==> src/rtl/temp_calc_scheduler.sv <==
`default_nettype none
// ============================================================================
// Module      : temp_calc_scheduler
// Description : Round-robin scheduler sharing one combinational temperature
//               calculator across NCH sensor channels, with sticky alarms.
// Revision    : 1.0 - initial release
// ============================================================================
module temp_calc_scheduler #(
  parameter int NCH        = 4,
  parameter int SAMPLE_DIV = 64,
  localparam int CW        = $clog2(NCH)
) (
  input  logic             clk,
  input  logic             rst_n,
  input  logic             enable,
  input  logic [4*NCH-1:0] sensorValue,
  input  logic             cfgWe,
  input  logic [CW-1:0]    cfgAddr,
  input  logic [7:0]       cfgBase,
  input  logic [3:0]       cfgCoef,
  input  logic [7:0]       highLimit,
  input  logic [7:0]       lowLimit,
  input  logic             alarmClr,
  output logic [7:0]       calcBase,
  output logic [3:0]       calcCoef,
  output logic [3:0]       calcSensor,
  input  logic [7:0]       calcTemp,
  output logic [7:0]       tempOut,
  output logic [CW-1:0]    tempCh,
  output logic             tempValid,
  output logic             scanDone,
  output logic             busy,
  output logic [NCH-1:0]   alarm
);

  localparam int TW = $clog2(SAMPLE_DIV);
  localparam logic [TW-1:0] c_timerMax = TW'(SAMPLE_DIV - 1);
  localparam logic [CW-1:0] c_lastCh   = CW'(NCH - 1);

  typedef enum logic [1:0] {
    IDLE    = 2'd0,
    SETUP   = 2'd1,
    CAPTURE = 2'd2
  } state_t;

  state_t          r_state;
  logic [CW-1:0]   r_ch;
  logic [TW-1:0]   r_timer;
  logic            w_tick;
  logic [7:0]      r_calBase [NCH];
  logic [3:0]      r_calCoef [NCH];
  logic [3:0]      w_sensor  [NCH];
  logic [NCH-1:0]  w_cfgSel;
  logic [NCH-1:0]  w_alarmSet;
  logic            w_outOfRange;
  logic [7:0]      r_calcBase;
  logic [3:0]      r_calcCoef;
  logic [3:0]      r_calcSensor;
  logic [7:0]      r_tempOut;
  logic [CW-1:0]   r_tempCh;
  logic            r_tempValid;
  logic            r_scanDone;
  logic            r_busy;
  logic [NCH-1:0]  r_alarm;

  assign w_outOfRange = (calcTemp > highLimit) || (calcTemp < lowLimit);

  // Per-channel slices: sensor unpacking, write decode and alarm set terms
  for (genvar gi = 0; gi < NCH; gi++) begin : g_chan
    assign w_sensor[gi]   = sensorValue[4*gi +: 4];
    assign w_cfgSel[gi]   = cfgWe && (cfgAddr == CW'(gi));
    assign w_alarmSet[gi] = (r_state == CAPTURE) && (r_ch == CW'(gi)) && w_outOfRange;
  end

  always_ff @(posedge clk or negedge rst_n) begin
    if (!rst_n) begin
      for (int i = 0; i < NCH; i++) begin
        r_calBase[i] <= '0;
        r_calCoef[i] <= '0;
      end
    end else begin
      for (int i = 0; i < NCH; i++) begin
        if (w_cfgSel[i]) begin
          r_calBase[i] <= cfgBase;
          r_calCoef[i] <= cfgCoef;
        end
      end
    end
  end

  // Free-running scan timer; disabling parks it at zero without touching a scan
  assign w_tick = enable && (r_timer == c_timerMax);

  always_ff @(posedge clk or negedge rst_n) begin
    if (!rst_n) begin
      r_timer <= '0;
    end else if (!enable || w_tick) begin
      r_timer <= '0;
    end else begin
      r_timer <= r_timer + 1'b1;
    end
  end

  always_ff @(posedge clk or negedge rst_n) begin
    if (!rst_n) begin
      r_state      <= IDLE;
      r_ch         <= '0;
      r_busy       <= 1'b0;
      r_calcBase   <= '0;
      r_calcCoef   <= '0;
      r_calcSensor <= '0;
      r_tempOut    <= '0;
      r_tempCh     <= '0;
      r_tempValid  <= 1'b0;
      r_scanDone   <= 1'b0;
    end else begin
      r_tempValid <= 1'b0;
      r_scanDone  <= 1'b0;
      unique case (r_state)
        IDLE: begin
          if (w_tick) begin
            r_ch    <= '0;
            r_busy  <= 1'b1;
            r_state <= SETUP;
          end
        end
        SETUP: begin
          r_calcBase   <= r_calBase[r_ch];
          r_calcCoef   <= r_calCoef[r_ch];
          r_calcSensor <= w_sensor[r_ch];
          r_state      <= CAPTURE;
        end
        CAPTURE: begin
          r_tempOut   <= calcTemp;
          r_tempCh    <= r_ch;
          r_tempValid <= 1'b1;
          if (r_ch == c_lastCh) begin
            r_scanDone <= 1'b1;
            r_busy     <= 1'b0;
            r_state    <= IDLE;
          end else begin
            r_ch    <= r_ch + 1'b1;
            r_state <= SETUP;
          end
        end
        default: begin
          r_busy  <= 1'b0;
          r_state <= IDLE;
        end
      endcase
    end
  end

  // A capture's set term overrides a simultaneous clear on its own channel
  always_ff @(posedge clk or negedge rst_n) begin
    if (!rst_n) begin
      r_alarm <= '0;
    end else begin
      r_alarm <= (alarmClr ? '0 : r_alarm) | w_alarmSet;
    end
  end

  assign calcBase   = r_calcBase;
  assign calcCoef   = r_calcCoef;
  assign calcSensor = r_calcSensor;
  assign tempOut    = r_tempOut;
  assign tempCh     = r_tempCh;
  assign tempValid  = r_tempValid;
  assign scanDone   = r_scanDone;
  assign busy       = r_busy;
  assign alarm      = r_alarm;

endmodule
`default_nettype wire

==> config.mk <==
export PLATFORM = sky130hd
export DESIGN_NAME = temp_calc_scheduler
export DESIGN_NICKNAME = d
export VERILOG_FILES = /design/src/rtl/temp_calc_scheduler.sv
export SDC_FILE = /design/constraint.sdc
export NUM_CORES = 1
export LEC_CHECK = 0
export ABC_AREA = 1
export ABC_CLOCK_PERIOD_IN_PS = 1350
export BUFFER_PORTS_ARGS = -buffer_cell sky130_fd_sc_hd__buf_2
export CAP_MARGIN = 10
export CORE_ASPECT_RATIO = 0.5
export CORE_MARGIN = 5
export CORE_UTILIZATION = 45
export DETAILED_ROUTE_END_ITERATION = 12
export PLACE_DENSITY = 0.67
export SLEW_MARGIN = 20
export SYNTH_ARGS = -nofsm -noshare
export SYNTH_HDL_FRONTEND = slang
export SYNTH_SLANG_ARGS = --single-unit
==> constraint.sdc <==
create_clock -name clk -period 1.35 [get_ports clk]
set_input_delay 0.2025 -clock clk [delete_from_list [all_inputs] [get_ports clk]]
set_output_delay 0.2025 -clock clk [all_outputs]
set_load 0.02 [all_outputs]
; Word-level counts from Yosys, hierarchy flattened
; Cells that the tools add are included.
[totals]
register_bits = 91
output_inout_bits = 33
elab_cells = 85
[classes]
n_reduce_logical = 22
n_bitwise = 3
n_mux = 23
add_sub_neg = 2
eq_ne = 12
order_cmp = 3
[ops]
columns = operator, count
row1 = 4-bit two-way mux, 5
row2 = 4-bit binary-select mux with 2-bit select, 2
row3 = 8-bit binary-select mux with 2-bit select, 1
row4 = 8-bit two-way mux, 2
row5 = 1-bit logical AND, 13
row6 = 2-bit == test (second input constant), 5
row7 = 8-bit > comparator, 1
row8 = 8-bit < comparator, 1
row9 = 6-bit by 1-bit adder with 6-bit output (second input constant), 1
row10 = 2-bit by 1-bit == test with 1-bit output (second input constant), 3
row11 = 6-bit == test (second input constant), 1
row12 = 2-bit logical NOT, 3
row13 = 1-bit two-way mux, 6
row14 = 2-bit two-way mux, 3
row15 = 6-bit two-way mux, 1
row16 = 2-bit case mux with 3 select lines, 1
row17 = 3-bit AND reduction, 2
row18 = 2-bit inequality test (second input constant), 2
row19 = 4-bit bitwise OR, 1
row20 = 2-bit case mux with 2 select lines, 1
row21 = 3-bit >= comparator (second input constant), 1
row22 = 2-bit inverter with 3-bit output, 1
row23 = 1-bit case mux with 3 select lines, 1
row24 = 2-bit by 1-bit adder with 2-bit output (second input constant), 1
row25 = other kinds (5), 6

; Depth between registers and ports, before layout
[depth]
depth_word = 4
ltp_mapped = 13
mapped_depth_nobuf = 13

; Least setup slack after synthesis
; OpenSTA, ideal clock, no wires.
[synth_timing]
path_type = register -> register
startpoint = register r_ch[0]
endpoint = register r_ch[1]
period_less_slack_ps = 1241
required_time_ps = 1233
setup_slack_ps = 109
path_stages_with_launch = 7
t_arrival_ps = 1124
setup_ps = 117
path_cell_list = dfrtp_1 buf_4 inv_2 buf_2 ha_1 nand3_1 nand2_1
[synth_via]
elab_chain_cells = 3
word_cells_on_any_way = 6
[synth_lines]
columns = item, line
row1 = "start, declared", 47  ; logic [CW-1:0] r_ch;
row2 = "start signal, assigned", 142  ; r_ch <= r_ch + 1'b1;
row3 = 2-bit by 1-bit adder with 2-bit output / 2-bit == test (equally long branches), "142, 137"
row4 = 2-bit two-way mux / 2-bit inequality test (equally long branches), --
row5 = 2-bit case mux with 2 select lines / 3-bit AND reduction (equally long branches), --
; Several ways; a longest one is shown, not always the timed one. The select of a mux whose other input is x is not followed.
; A chain may end at the register's enable or synchronous reset.

; Final worst setup path
[layout_timing]
startpoint = register r_ch[0]
endpoint = register r_calcBase[7] (netlist: calcBase[7])
[layout_via]
elab_chain_cells = 4
[layout_lines]
columns = item, line
row1 = 2-bit inverter with 3-bit output (implied by the code), 128  ; r_calcBase <= r_calBase[r_ch];
row2 = 8-bit binary-select mux with 2-bit select, 128
row3 = 8-bit two-way mux (implied by the code) (2 in a row), 128
row4 = "end signal, assigned", 128
row5 = "end, declared", 56  ; logic [7:0] r_calcBase;
; No other way between the ends. The select of a mux whose other input is x is not followed.

==> flow_summary.toml <==
[run_status]
status = "complete, no violations"

[timing]
post-route-period-util = 0.9072
timing.hold.ws_ns = 0.1116
hold_viol = 0
slew_violations = 0
rsz0062_at_grt = "false"
finClkSkew_ns = 0.009222
worst_slew_pin_slew_ns = 0.4832
tns_ns = 0
layout_min_cycle_time_ns = 1.225
slew_headroom = 0.6778
clock.fmax_mhz = 816.5
setup_viol_count_final = 0

[place]
portBuffers = 91
gp_congestion = 0.8226
hpwl_um = 6467

[grt]
gr-usage-all-layers = 0.1694
grt-ovfl-total = 0
grt_pass1_vias = 3368
grt_pass1_wl_um = 16130
grt_antenna_before_repair = 0
grt_max_degree = 92

[synth]
synthCells = 525
post_synth_num_cell_types = 25
ys_seq_area_frac = 0.5228
yosysWarningCount = 0
syn-num-nets = 604
syn_area_um2 = 4355
synth_seq_cells = 91
avgSynthCellArea_um2 = 8.296

[layout]
finalCoreUtilization = 0.5645
final_cell_mix = "113 x nand2_1, 100 x nor2_1, 90 x dfrtp_1, 90 x buf_2, 77 x o21ai_0"
layout.nets = 699
layout_commonest_cell = "nand2_1"
drive_gt1_frac = 0.2144
diodes = 0
areaGrowthSynthToFinish_pct = 22.44

[routing]
drc = 0
vias = 3590
totalWireLength_um = 9613
vias_per_cell = 4.724
drt_iter0_drc = 239
wl_per_cell_um = 12.65
ant_nets = 0
drt-pass1-iter-count = 4

[worst_setup_path]
end_kind = "flop"
worst_ep_arrival_time_ns = 1.49
critical_path_class = "reg -> reg"
cp.required_ns = 1.61
cp-start-kind = "flop"
critical_path.max_fanout = 25

[cts]
ctsHtreeMaxLevel = 3
clock_sinks = 91
root_buffer = "clkbuf_16"
cts_tree = "done"
insertion_delay_ns = 0.34
cts_made_buffers = 9
clkTransAtPathRegs_ns = 0.06
cts_max_path_buffers = 2

[die]
core_region_area_um2 = 9447
ios = 92
die_w_um = 149.1
die_y_um = 79.57
row_count = 25
initial_core_util = 0.4611
fp.dieArea_um2 = 11870

[power]
leakage_uw = 0.002782
p_per_area_nw_per_um2 = 1246
peakVddDrop_mv = 0.6664

[run]
cap_violations = 0

[worst_hold_path]
hp-class = "in -> reg"
logic make-up after synthesis:
family / share of synthesized area
buffers and inverters: 0.08015
and+or+nand+nor: 0.2083
AOI/OAI and AO/OA: 0.1313
adders and majority gates: 0.05745
DFF: 0.5228
repair_timing:
| action | 4_1_cts | 5_1_grt |
|---|---|---|
| hold endpoints to repair | 91 | 0 |
| resized for setup | 0 | 9 |
| setup buffers | 0 | 1 |
| setup endpoints to repair | 0 | 16 |
| hold buffers | 1 | 0 |
where the power goes:
part	total, uW	switching, uW	internal, uW
combinational	758	442	316
sequential	3180	155	3020
clock	2710	1070	1640
cell type report:
class	instances	area [um2]
tap	135	168.9
multi-input combinational	360	1754
inverter	51	196.4
fill	910	4114
clock inverter	6	96.34
sequential	91	2278
timing repair buffer	107	609.3
clock buffer	10	229.0
synth_stat cells:
library cell / count / area share
nand2_1: 114 / 0.098
nand4_1: 1 / 0.0014
a21oi_1: 8 / 0.0092
o21ai_1: 6 / 0.0069
nand3_1: 8 / 0.0092
inv_2: 4 / 0.0034
buf_4: 5 / 0.0086
nand2_2: 1 / 0.0014
dfrtp_1: 91 / 0.52
nor2_4: 2 / 0.0052
buf_2: 8 / 0.0092
clkbuf_1: 3 / 0.0026
a31oi_1: 16 / 0.023
nor4_1: 1 / 0.0014
ha_1: 20 / 0.057
nor3b_1: 1 / 0.0017
o21ai_2: 1 / 0.0020
inv_1: 46 / 0.040
nor2_1: 100 / 0.086
clkbuf_2: 2 / 0.0023
buf_6: 5 / 0.013
o21ai_0: 77 / 0.088
nor3_1: 3 / 0.0034
inv_4: 1 / 0.0014
a21o_1: 1 / 0.0017
registers in the layout, indices dropped and copies added, names as in the netlist:
name        flops
alarm           4
r_state         2
calcCoef        4
calcBase        8
tempValid       1
busy            1
scanDone        1
r_ch            2
r_calBase      32
tempOut         8
tempCh          2
r_timer         6
calcSensor      4
r_calCoef      16
worst paths after layout:
check / startpoint / endpoint / slack [ns] / cells after the start
max in group asynchronous: rst_n / r_ch[0] / 0.52 / 3
setup / recovery: r_ch[0] / calcBase[7] / 0.13 / 5
hold reg to reg: tempOut[7] / tempOut[7] / 0.47 / 2
setup reg to reg: r_ch[0] / calcBase[7] / 0.13 / 5
min in group asynchronous: rst_n / r_calCoef[6] / 0.43 / 3
hold / removal: calcTemp[3] / tempOut[3] / 0.11 / 3
critical path: stages, from the launching register on:
cell	delay, ns
dfrtp_2	0.44
buf_6	0.25
nor2_1	0.08
nor2_1	0.10
o21ai_0	0.10
a31oi_1	0.17
through the flow:
step	setup WS, ns	instances	area (um2)	power, uW
floorplan	0.1086	525	4355	3650
global placement	0.03154	742	4957	3957
detailed placement	0.01302	742	4957	3983
CTS	0.003971	759	5293	6720
global route	0.001314	760	5333	6983
finish	0.1253	760	5333	6645
metal layers:
metal | GRT usage | share of wire | vias to the layer above
li1 | - | - | 1873
met1 | 0.2325 | 0.50 | 1637
met2 | 0.2659 | 0.45 | 69
met3 | 0.04878 | 0.042 | 11
met4 | 0.04384 | 0.013 | 0
met5 | 0 | 0 | -
Power figures use the tool's default switching activity.
